<file path="src/rtl/risc_boot_pkg.sv">
// Shared types and constants for the RISC boot/run sequencer.
package risc_boot_pkg;

   localparam int AW_DEF = 16;
   localparam int DW_DEF = 16;
   localparam int CYC_W  = 16;

   typedef enum logic [2:0] {
      ST_IDLE = 3'd0,
      ST_LOAD = 3'd1,
      ST_HOLD = 3'd2,
      ST_RUN  = 3'd3,
      ST_DONE = 3'd4,
      ST_TMO  = 3'd5
   } boot_state_e;

   // States in which the load stream may be accepted.
   function automatic logic accepts_words(input boot_state_e s);
      return (s == ST_IDLE) || (s == ST_LOAD);
   endfunction

endpackage

</file>
<file path="src/rtl/risc_boot_ctrl_sat_counter.sv">
// Width-parameterised up-counter with synchronous clear, enable,
// saturation at MAX and a terminal-count flag at TERM.
module sat_counter
   import risc_boot_pkg::*;
#(
   parameter int             W    = CYC_W,
   parameter logic [W-1:0]   TERM = {W{1'b1}},
   parameter logic [W-1:0]   MAX  = {W{1'b1}}
) (
   input  logic         clk,
   input  logic         reset_n,
   input  logic         clr,
   input  logic         en,
   output logic [W-1:0] cnt,
   output logic         tc
);

   logic [W-1:0] cnt_r;

   // Count register: reset and clear first, then increment unless saturated.
   always_ff @(posedge clk) begin
      if (!reset_n) begin
         cnt_r <= {W{1'b0}};
      end else if (clr) begin
         cnt_r <= {W{1'b0}};
      end else if (en && (cnt_r != MAX)) begin
         cnt_r <= cnt_r + W'(1'b1);
      end else begin
         cnt_r <= cnt_r;
      end
   end

   assign cnt = cnt_r;
   assign tc  = (cnt_r == TERM);

endmodule

</file>
<file path="src/rtl/risc_boot_ctrl.sv">
// Boot and run sequencer: streams an image into the core's memory,
// holds the core in reset, releases it and supervises it with a budget.
module risc_boot_ctrl
   import risc_boot_pkg::*;
#(
   parameter int AW       = AW_DEF,
   parameter int DW       = DW_DEF,
   parameter int RST_HOLD = 9,
   parameter int TIMEOUT  = 4096
) (
   input  logic             clk,
   input  logic             reset_n,
   input  logic             ld_valid,
   output logic             ld_ready,
   input  logic [AW-1:0]    ld_addr,
   input  logic [DW-1:0]    ld_data,
   input  logic             ld_last,
   input  logic             start,
   input  logic             clear,
   output logic             ext_we,
   output logic [AW-1:0]    ext_addr,
   output logic [DW-1:0]    ext_data,
   output logic             test_normal,
   output logic             cpu_reset_n,
   input  logic             cpu_done,
   input  logic [DW-1:0]    cpu_out,
   output logic             busy,
   output logic             run_done,
   output logic             timeout,
   output logic [CYC_W-1:0] cycles,
   output logic [DW-1:0]    result
);

   localparam int                HOLD_W    = (RST_HOLD > 1) ? $clog2(RST_HOLD) : 1;
   localparam logic [HOLD_W-1:0] HOLD_LAST = HOLD_W'(RST_HOLD - 1);
   localparam logic [CYC_W-1:0]  RUN_LAST  = CYC_W'(TIMEOUT - 1);

   boot_state_e       state_r;
   boot_state_e       next_state_s;
   logic              accept_s;
   logic              hold_clr_s;
   logic              hold_en_s;
   logic              hold_tc_s;
   logic [HOLD_W-1:0] hold_cnt_s;
   logic              run_clr_s;
   logic              run_en_s;
   logic              run_tc_s;
   logic [CYC_W-1:0]  cycles_s;

   logic              ld_ready_r;
   logic              ext_we_r;
   logic [AW-1:0]     ext_addr_r;
   logic [DW-1:0]     ext_data_r;
   logic              test_normal_r;
   logic              cpu_reset_n_r;
   logic              busy_r;
   logic              run_done_r;
   logic              timeout_r;
   logic [DW-1:0]     result_r;

   // Hold counter: runs only in HOLD, zero on the first HOLD cycle.
   sat_counter #(
      .W    (HOLD_W),
      .TERM (HOLD_LAST),
      .MAX  ({HOLD_W{1'b1}})
   ) u_hold_cnt (
      .clk     (clk),
      .reset_n (reset_n),
      .clr     (hold_clr_s),
      .en      (hold_en_s),
      .cnt     (hold_cnt_s),
      .tc      (hold_tc_s)
   );

   // RUN cycle counter: cleared on HOLD entry, saturates at all-ones;
   // terminal count marks the last RUN cycle within the budget.
   sat_counter #(
      .W    (CYC_W),
      .TERM (RUN_LAST),
      .MAX  ({CYC_W{1'b1}})
   ) u_run_cnt (
      .clk     (clk),
      .reset_n (reset_n),
      .clr     (run_clr_s),
      .en      (run_en_s),
      .cnt     (cycles_s),
      .tc      (run_tc_s)
   );

   // Next-state decode; clear overrides everything and blocks acceptance.
   always_comb begin
      next_state_s = state_r;
      accept_s     = ld_valid & ld_ready_r & ~clear;
      if (clear) begin
         next_state_s = ST_IDLE;
      end else begin
         case (state_r)
            ST_IDLE: begin
               if (accept_s) begin
                  next_state_s = ld_last ? ST_HOLD : ST_LOAD;
               end else if (start) begin
                  next_state_s = ST_HOLD;
               end else begin
                  next_state_s = ST_IDLE;
               end
            end
            ST_LOAD: begin
               if (accept_s && ld_last) begin
                  next_state_s = ST_HOLD;
               end else begin
                  next_state_s = ST_LOAD;
               end
            end
            ST_HOLD: begin
               if (hold_tc_s) begin
                  next_state_s = ST_RUN;
               end else begin
                  next_state_s = ST_HOLD;
               end
            end
            ST_RUN: begin
               if (cpu_done) begin
                  next_state_s = ST_DONE;
               end else if (run_tc_s) begin
                  next_state_s = ST_TMO;
               end else begin
                  next_state_s = ST_RUN;
               end
            end
            ST_DONE: next_state_s = ST_DONE;
            ST_TMO:  next_state_s = ST_TMO;
            default: next_state_s = ST_IDLE;
         endcase
      end
   end

   // Counter controls; the hold counter also freezes at its terminal value.
   always_comb begin
      hold_clr_s = (state_r != ST_HOLD);
      hold_en_s  = (state_r == ST_HOLD) && (hold_cnt_s != HOLD_LAST);
      run_clr_s  = (next_state_s == ST_HOLD);
      run_en_s   = (state_r == ST_RUN) && !clear;
   end

   // FSM state register.
   always_ff @(posedge clk) begin
      if (!reset_n) begin
         state_r <= ST_IDLE;
      end else begin
         state_r <= next_state_s;
      end
   end

   // Registered outputs, derived from the state being entered so they
   // line up with it; test_normal stays high through the final write.
   always_ff @(posedge clk) begin
      if (!reset_n) begin
         ld_ready_r    <= 1'b1;
         ext_we_r      <= 1'b0;
         ext_addr_r    <= {AW{1'b0}};
         ext_data_r    <= {DW{1'b0}};
         test_normal_r <= 1'b1;
         cpu_reset_n_r <= 1'b0;
         busy_r        <= 1'b0;
         run_done_r    <= 1'b0;
         timeout_r     <= 1'b0;
         result_r      <= {DW{1'b0}};
      end else begin
         ld_ready_r    <= accepts_words(next_state_s);
         ext_we_r      <= accept_s;
         if (accept_s) begin
            ext_addr_r <= ld_addr;
            ext_data_r <= ld_data;
         end
         test_normal_r <= accept_s | accepts_words(next_state_s);
         cpu_reset_n_r <= (next_state_s == ST_RUN) || (next_state_s == ST_DONE);
         busy_r        <= (next_state_s == ST_LOAD) || (next_state_s == ST_HOLD) ||
                          (next_state_s == ST_RUN);
         run_done_r    <= (next_state_s == ST_DONE);
         timeout_r     <= (next_state_s == ST_TMO);
         if (run_clr_s) begin
            result_r <= {DW{1'b0}};
         end else if ((state_r == ST_RUN) && cpu_done && !clear) begin
            result_r <= cpu_out;
         end
      end
   end

   assign ld_ready    = ld_ready_r;
   assign ext_we      = ext_we_r;
   assign ext_addr    = ext_addr_r;
   assign ext_data    = ext_data_r;
   assign test_normal = test_normal_r;
   assign cpu_reset_n = cpu_reset_n_r;
   assign busy        = busy_r;
   assign run_done    = run_done_r;
   assign timeout     = timeout_r;
   assign cycles      = cycles_s;
   assign result      = result_r;

endmodule

</file>
<file path="config.mk">
export PLATFORM = sky130hd
export DESIGN_NAME = risc_boot_ctrl
export DESIGN_NICKNAME = d
export VERILOG_FILES = /design/src/rtl/risc_boot_pkg.sv /design/src/rtl/risc_boot_ctrl_sat_counter.sv /design/src/rtl/risc_boot_ctrl.sv
export SDC_FILE = /design/constraint.sdc
export NUM_CORES = 1
export LEC_CHECK = 0
export BUFFER_PORTS_ARGS = -buffer_cell sky130_fd_sc_hd__buf_4
export CAP_MARGIN = 20
export CORE_MARGIN = 1
export CORE_UTILIZATION = 51
export CTS_BUF_LIST = sky130_fd_sc_hd__clkbuf_8
export CTS_CLUSTER_DIAMETER = 100
export DETAILED_ROUTE_END_ITERATION = 8
export GPL_ROUTABILITY_DRIVEN = 0
export PLACE_DENSITY = 0.89
export SYNTH_ARGS = -nofsm -noshare
export SYNTH_HDL_FRONTEND = slang
export SYNTH_SLANG_ARGS = --single-unit
</file>
<file path="constraint.sdc">
create_clock -name clk -period 2.5 [get_ports clk]
set_clock_uncertainty 0.2 [all_clocks]
set_input_delay 0.5 -clock clk [delete_from_list [all_inputs] [get_ports clk]]
set_output_delay 0.5 -clock clk [all_outputs]
set_load 0.05 [all_outputs]
</file>
==> impl_metrics.tcl, run 1 <==
set metrics [dict create \
    status "complete, but fails checks" \
    violations "DRC" \
    slowest_stage "dfxtp_1" \
    dpl.hpwl_um 5660 \
    start_util 0.538 \
    vias 3010 \
    maxSlewHeadroom 0.648 \
    area_delta_synth_final_pct 34.3 \
    synthCells 363 \
    syn-mean-instance-area_um2 9.63 \
    crit_path_end_kind "register" \
    r2r_end "u_run_cnt.cnt[10]" \
    cp_max_fo 32 \
    top_usage_layer "met2" \
    antenna_found_initial 0 \
    hold_depth 3 \
    ys_top_cells_by_count "dfxtp_1, nand2_1, a21boi_0" \
    min_from "ld_addr[8]" \
    rows 29 \
    wl_um 7860 \
    fin_area_um2 4700 \
    critPathMaxStageDelay_ps 460 \
    ctsResizeCount 0 \
    clock_latency_ps 340 \
    swShare 0.257 \
    p_leak_nw 1.99 \
    post-route-period-util 0.925 \
    yosys_warnings 0 \
    pwr-share-seq 0.499 \
    cts.htree.levels 3 \
    first_global_vias 2870 \
    slew_violations 0 \
    portBuffers 125 \
    max_cap_viol_count 0 \
    drc 13 \
    reg2reg_from "state_r[1]" \
    clock_power_share 0.368 \
    met3_usage 0.0501 \
    gr-total-overflow 0 \
    grt_util_all_layers 0.224 \
    critPathTopFamily "simple AND/OR/NAND/NOR gates" \
    drtAntennaViolNets 0 \
    yosysMostFrequentCell "dfxtp_1" \
    cts_tree "done" \
    rsz0062_at_grt "false" \
    power.switching_mw 0.664 \
    synth_edf_count 0 \
    synthTopCellsByArea "dfxtp_1, nor3b_2, nand2_1, a21boi_0, mux2i_1" \
    n_antenna_cell 0 \
    critPathArrivalTime_ps 2380 \
    hp-class "in -> reg" \
    period_needed_ps 2310 \
    p_per_area_nw_per_um2 550 \
    share_comb_of_total_power 0.134 \
    finalSetupTns_ps 0 \
    die_h_um 84.8 \
    grt_start_max_net_pins 36 \
    cts.clk_slew.worst_paths_ps 80 \
    root_buffer "clkbuf_8" \
    critPathBufInv 0 \
    irDropWorstVdd_mv 0.324 \
    wire_per_inst_um 13.8 \
    use_met1 0.270 \
    postCtsSetupBuffers 0 \
    die_area_um2 7190 \
    core-area_um2 6490 \
    hold_violations 0 \
    p_int_mw 1.92 \
    met2_usage 0.389 \
    grt_pass1_wl_um 13000 \
    min_to "ext_addr[8]" \
    numCtsBuffers 9 \
    nets 545 \
    tightestPinTransition_ps 528 \
    via_per_inst 5.29 \
    syn-cell-area_um2 3500 \
    timing.fmax_mhz 433 \
    cts_hold_buf 0 \
    power_mw 2.58 \
    dpl-instance-area_um2 4490 \
    final_layout_size_suffix_gt1_frac 0.382 \
    clockBufferDepth 2 \
    rrSetupSlack_ps 190 \
    path_cells "or3b_4 > or3_1 > o2111a_2 > o211a_4 > nor3b_2" \
    setup_viol 0 \
    worstSetupStartpointType "register" \
    worst-setup-path-type "reg -> reg" \
    drt_iter0_drc 100 \
    required_ps 2570 \
    boundaryPins 126 \
    synth-seq-area-share 0.447 \
    dr.pass1.iters 7 \
    synth_ff_type "dfxtp_1" \
    dieWidth_um 84.8 \
    reg2reg_depth 5 \
    synth_top_cell_by_area "dfxtp_1" \
    synth_seq_cells 78 \
    syn_nets 421 \
    final_util 0.723 \
    async_flop_share 0 \
    synth_top_area_frac 0.447 \
    clock_sinks 78 \
    synth.distinct_cells 43 \
]
## power by group through the flow
stage	sequential, mW	clock [mW]	combinational [mW]
2_1_floorplan	1.41	0	0.125
3_3_place_gp	1.32	0	0.342
3_5_place_dp	1.32	0	0.347
4_1_cts	1.29	0.968	0.347
5_1_grt	1.29	1.02	0.369
6_report	1.29	0.949	0.345
## metrics by stage
step / cells / hold WS, ps / worst slack (ps)
6_report: 569 / 207 / 188
3_5_place_dp: 553 / 256 / 218
2_1_floorplan: 363 / 314 / 96.2
5_1_grt: 569 / 207 / 86.4
4_1_cts: 569 / 198 / 203
3_3_place_gp: 553 / 250 / 257
## worst max path at each step
| stage | slack, ps | cells after the start | start | end |
|---|---|---|---|---|
| floorplan | 100 | 6 | u_run_cnt.cnt[11] | u_run_cnt.cnt[1] |
| global placement | 260 | 6 | ld_valid | u_run_cnt.cnt[8] |
| detailed placement | 220 | 6 | ld_valid | u_run_cnt.cnt[10] |
| CTS | 200 | 5 | state_r[1] | u_run_cnt.cnt[10] |
| global route | 90 | 5 | state_r[1] | u_run_cnt.cnt[8] |
| finish | 190 | 5 | state_r[1] | u_run_cnt.cnt[10] |
## sequential cells by signal (all words and copies together) (netlist names), 3 cells and up
| signal | count |
|---|---|
| ext_addr | 16 |
| ext_data | 16 |
| result | 16 |
| state_r | 3 |
| u_hold_cnt.cnt | 4 |
| u_run_cnt.cnt | 16 |
## layout make-up
class / instances / area, um^2
clock buffers: 11 / 151
inverters: 3 / 11.3
clock inverters: 5 / 50.0
multi-input cells: 258 / 1800
flip-flops and latches: 78 / 1560
well taps: 77 / 96.3
repair buffers: 137 / 1030
fillers: 470 / 1800
## worst reg2reg max path: cells and delay by family (launching register included)
kind	cells	cell delay, ps
AOI/OAI and AO/OA	2	510
DFF	1	460
and+or+nand+nor	3	1080
## cell usage in the layout (no fill, tap or decap), types with 3 or more instances in the layout
cell type / count
mux2i_1: 17
nand2_1: 77
ha_1: 3
dfxtp_1: 78
nor4_1: 5
buf_4: 137
nand4_1: 8
xor2_1: 4
clkbuf_8: 11
nor3b_1: 6
nor3b_2: 30
xnor2_1: 13
nand3_1: 8
nor2_1: 13
inv_1: 5
a21boi_0: 32
nor3_1: 9
a21oi_1: 5
## metal layers
layer | vias to the layer above | part of all wire
li1 | 1496 | -
met1 | 1372 | 0.42
met2 | 127 | 0.49
met3 | 15 | 0.077
met4 | 0 | 0.016
met5 | - | 0
## logic make-up (layout without fill, tap and decap cells)
group,Yosys count,count (layout),synth area share
compound gates,43,43,0.0920
mux,18,18,0.0519
flops,78,78,0.447
simple gates,177,177,0.317
fa+ha+maj,3,3,0.0107
xor+xnor,17,17,0.0426
buf+inv,27,156,0.0394
No activity file was read; power rests on OpenSTA's default activity.
==> run 2, diff against run 1 <==
Settings changed: ABC_AREA from default to 1, CORE_UTILIZATION 51 to 46, PLACE_DENSITY 0.89 to 0.85.
Clock period 2.5 ns to 1.96 ns, I/O delays scaled along.
==> run 2 against run 1 <==
  * The flow now finishes without violations
  * Largest power group unchanged
  * Sequential power up 29%
  * Highest routed layer unchanged
  * Synthesized cell count up 37%
  * Via count up 16%
  * Hold slack worse by 120 ps
==> impl_metrics.tcl, run 2 <==
set metrics [dict create \
    status "finished, final reports clean" \
    start_util 0.475 \
    wire_per_inst_um 12.0 \
    wl_met2_um 4530 \
    met1_length_um 3490 \
    cts_tree "done" \
    hold_violations 0 \
    hold-worst-slack_ps 89.7 \
    finalSetupTns_ps 0 \
    hp-class "in -> reg" \
    clock_power_share 0.389 \
    rsz0062_at_grt "false" \
    drt_iter0_drc 160 \
    grt_pass1_wl_um 13300 \
    cts.clk_slew.worst_paths_ps 80 \
    portBuffers 125 \
    synth_top_cell_by_area "dfxtp_1" \
    layout_commonest_cell "buf_4" \
    die_area_um2 7800 \
    synth_seq_cells 78 \
    ys_top_cells_by_count "nor2_1, nand2_1, dfxtp_1" \
    synthTopCellsByArea "dfxtp_1, nor2_1, nand2_1, inv_1, o21ai_0" \
    p_int_mw 2.69 \
    drc 0 \
    gr-total-overflow 0 \
    yosys_warnings 0 \
    grt_util_all_layers 0.221 \
    numCtsBuffers 9 \
    irDropWorstVdd_mv 0.541 \
    nets 682 \
    async_flop_share 0 \
    clockBufferDepth 2 \
    area_delta_synth_final_pct 38.2 \
    syn-mean-instance-area_um2 6.88 \
    synth_edf_count 0 \
    cp_max_fo 16 \
    final_layout_size_suffix_gt1_frac 0.275 \
    core-area_um2 7210 \
    timing.fmax_mhz 554 \
    via_per_inst 4.81 \
    syn_nets 556 \
    clock_sinks 78 \
    pwr-share-seq 0.456 \
    rows 31 \
    required_ps 2040 \
    setup_viol 0 \
    worstSetupStartpointType "register" \
    max_cap_viol_count 0 \
    slew_violations 0 \
    vias 3497 \
    post-route-period-util 0.920 \
    critPathArrivalTime_ps 1880 \
    tightestPinTransition_ps 513 \
    synth-seq-area-share 0.455 \
    final_cell_mix "buf_4, nor2_1, nand2_1" \
    root_buffer "clkbuf_8" \
    hold_depth 3 \
    clock_latency_ps 350 \
    synth_top_area_frac 0.455 \
    n_antenna_cell 0 \
    dpl.hpwl_um 6350 \
    drtAntennaViolNets 0 \
    synthCells 498 \
    cts.htree.levels 3 \
    yosysMostFrequentCell "nor2_1" \
    syn-cell-area_um2 3430 \
    power.switching_mw 0.974 \
    maxSlewHeadroom 0.657 \
    period_needed_ps 1800 \
    route.met3.wl_um 629 \
    synth_ff_type "dfxtp_1" \
    cts_hold_buf 0 \
    crit_path_end_kind "register" \
    top_layer "met4" \
    wl_um 8740 \
    p_leak_nw 2.21 \
    synth.distinct_cells 26 \
    dr.pass1.iters 6 \
    share_comb_of_total_power 0.155 \
    first_global_vias 3162 \
    p_per_area_nw_per_um2 773 \
    worst-setup-path-type "reg -> reg" \
    antenna_found_initial 0 \
    swShare 0.266 \
    grt_start_max_net_pins 33 \
    reg2reg_depth 10 \
    boundaryPins 126 \
    die_h_um 88.3 \
    dieWidth_um 88.3 \
]
[run 2: power by group through the flow]
stage / registers [mW] / logic [mW] / clock network (mW)
finish: 1.67 / 0.566 / 1.42
global route: 1.68 / 0.603 / 1.51
CTS: 1.67 / 0.549 / 1.44
detailed placement: 1.71 / 0.548 / 0
global placement: 1.70 / 0.539 / 0
floorplan: 1.89 / 0.157 / 0
[run 2: what timing repair did]
action	in CTS	in global routing
endpoints found under the setup margin	0	32
resized for setup	0	9
buffers inserted	0	0
[run 2: final timing paths]
check,from,slack (ps),end
worst max-delay path,u_run_cnt.cnt[0],160,result[8]
worst min-delay path,ld_data[13],90,ext_data[13]
worst max register to register,u_run_cnt.cnt[0],160,result[8]
worst min register to register,ext_addr[11],290,ext_addr[11]
[run 2: kinds of logic (layout without fill, tap and decap cells)]
kind of cell,count (synthesis),count (layout),share of synthesized area
AOI/OAI and AO/OA,50,50,0.0741
xor gates and xnor gates,7,7,0.0179
adders and majority gates,3,3,0.0110
buffers and inverters,77,207,0.0964
DFF,78,78,0.455
and+or+nand+nor,283,283,0.345
[run 2: layout make-up]
| cell class | instances | area (um^2) |
|---|---|---|
| repair buffers | 134 | 1040 |
| inverters | 58 | 220 |
| clock inverters | 6 | 111 |
| fillers | 636 | 2480 |
| multi-input cells | 343 | 1550 |
| flip-flops and latches | 78 | 1570 |
| well taps | 99 | 124 |
| clock buffers | 9 | 124 |
[run 2: metrics by stage]
| step | setup WS, ps | power (mW) | area (um^2) | util | instances |
|---|---|---|---|---|---|
| 2_1_floorplan | 11.3 | 2.05 | 3430 | - | 498 |
| 3_5_place_dp | 110 | 2.25 | 4450 | 0.616 | 710 |
| 3_3_place_gp | 195 | 2.24 | 4450 | 0.616 | 710 |
| 6_report | 156 | 3.66 | 4740 | 0.657 | 727 |
| 4_1_cts | 84.9 | 3.66 | 4680 | 0.649 | 725 |
| 5_1_grt | 10.2 | 3.79 | 4740 | 0.657 | 727 |
[run 2: critical path, stage by stage (launching register included)]
cell and delay [ps]:
dfxtp_2 370, ha_2 230, nand3_2 110, nor2_2 120
nand2_1 90, nand2_1 90, nand3_2 100, nand3_2 100
nand2_4 80, buf_12 160, nor2_1 100
[run 2: layer usage]
layer  vias to the layer above  global-route usage
met2                       110               0.417
met3                        10              0.0625
met5                         -                   0
met4                         0               0.104
met1                      1590               0.222
li1                       1787                   -
==> run 3, diff against run 2 <==
Settings changed: REMOVE_ABC_BUFFERS from default to 1.
==> run 3 against run 2 <==
  * The flow now finishes with violations (DRC)
  * Hold slack lost 9.9 ps
  * Non-clock buffer count grew 3
  * Combinational power is essentially flat
  * Largest cell class unchanged
  * Total power shrank 3.1%
  * Via count shrank 0.94%
  * Cell count grew 0.55%
==> impl_metrics.tcl, run 3 (synthesized netlist as in run 2, its figures left out) <==
set metrics [dict create \
    final_cell_mix "buf_4, nor2_1, nand2_1" \
    period_needed_ps 1840 \
    numCtsBuffers 9 \
    hold_violations 0 \
    core-area_um2 7210 \
    setup_viol 0 \
    top_usage_layer "met2" \
    first_global_vias 3127 \
    crit_path_end_kind "register" \
    grt_pass1_wl_um 13200 \
    dieWidth_um 88.3 \
    final_util 0.657 \
    via_per_inst 4.74 \
    start_util 0.475 \
    dpl.hpwl_um 6040 \
    die_area_um2 7800 \
    use_met1 0.245 \
    worst-setup-path-type "reg -> reg" \
    portBuffers 125 \
    drc 2 \
    p_per_area_nw_per_um2 749 \
    root_buffer "clkbuf_8" \
    final_layout_size_suffix_gt1_frac 0.274 \
    clock_latency_ps 360 \
    rows 31 \
    critPathArrivalTime_ps 1890 \
    clock_sinks 78 \
    slew_violations 0 \
    pre_cts_ws_ps 82.4 \
    timing.fmax_mhz 545 \
    violations "DRC" \
    hold-worst-slack_ps 79.9 \
    nets 685 \
    boundaryPins 126 \
    cp_max_fo 16 \
    cts_hold_buf 0 \
    post-route-period-util 0.937 \
    die_h_um 88.3 \
    gr-total-overflow 0 \
    wire_per_inst_um 11.7 \
    drtAntennaViolNets 0 \
    tightestPinTransition_ps 391 \
    dr.pass1.iters 7 \
    hp-class "in -> reg" \
    fin_ws_ps 124 \
    power_mw 3.55 \
    clockBufferDepth 2 \
    drt_iter0_drc 154 \
    met3_usage 0.0709 \
    postCtsSetupBuffers 0 \
    wl_um 8540 \
    vias 3464 \
    status "complete, but fails checks" \
    cts.htree.levels 3 \
    layout_commonest_cell "buf_4" \
    max_cap_viol_count 0 \
    maxSlewHeadroom 0.738 \
    required_ps 2010 \
    cts_tree "done" \
    n_antenna_cell 0 \
    grt_util_all_layers 0.218 \
    grt_start_max_net_pins 33 \
    p_leak_nw 2.22 \
    area_delta_synth_final_pct 38.2 \
    irDropWorstVdd_mv 0.515 \
    met2_usage 0.377 \
    antenna_found_initial 0 \
    cts.clk_slew.worst_paths_ps 80 \
    worstSetupStartpointType "register" \
    rsz0062_at_grt "false" \
]
run 3: changes by cell type in the layout (fill, tap and decap cells not counted), sizes merged:
cell and change:
buf +3, bufinv -1, clkinv +1, inv +1
run 3: routing by layer:
layer | vias to the layer above | part of all wire
met5 | - | 0
met4 | 0 | 0.015
met3 | 11 | 0.087
met2 | 127 | 0.48
met1 | 1528 | 0.42
li1 | 1798 | -
run 3: power breakdown:
part / leakage [nW] / total (mW) / switching (mW) / internal, mW
Sequential: 0.636 / 1.67 / 0.0309 / 1.64
Clock: 0.110 / 1.31 / 0.602 / 0.710
Combinational: 1.48 / 0.566 / 0.357 / 0.209
run 3: what timing repair did:
item / 4_1_cts / 5_1_grt
endpoints found under the hold margin: 0 / 0
endpoints found under the setup margin: 0 / 32
gates resized for setup: 0 / 8
run 3: cell type report:
type	instances	area, um^2
inverter	58	218
multi-input combinational	343	1560
timing repair buffer	137	1060
fill	638	2480
clock inverter	7	90.1
sequential	78	1560
tap	99	124
clock buffer	9	124
run 3: worst paths after layout:
path,end,cells past startpoint,slack (ps),startpoint
max,result[0],11,120,u_hold_cnt.cnt[1]
min,ext_addr[9],3,80,ld_addr[9]
max reg2reg,result[0],11,120,u_hold_cnt.cnt[1]
min reg2reg,ext_addr[1],2,290,ext_addr[1]
run 3: worst max-delay path, cell delays in order, from the launching register on:
cell and delay (ps):
dfxtp_2 370, inv_1 70, ha_1 210, nand3_2 100, nor2_1 50, nor2_1 100
nand3_1 120, inv_1 100, nand3_2 100, nand2_4 110, buf_12 160, nor2_1 50
run 3: stage by stage:
stage / instances / instance area (um^2) / setup TNS (ps)
after global placement: 713 / 4470 / 0
final: 731 / 4740 / 0
after CTS: 729 / 4680 / 0
after global routing: 731 / 4740 / 0
after detailed placement: 713 / 4470 / 0
after floorplan: 479 / 3320 / -13810
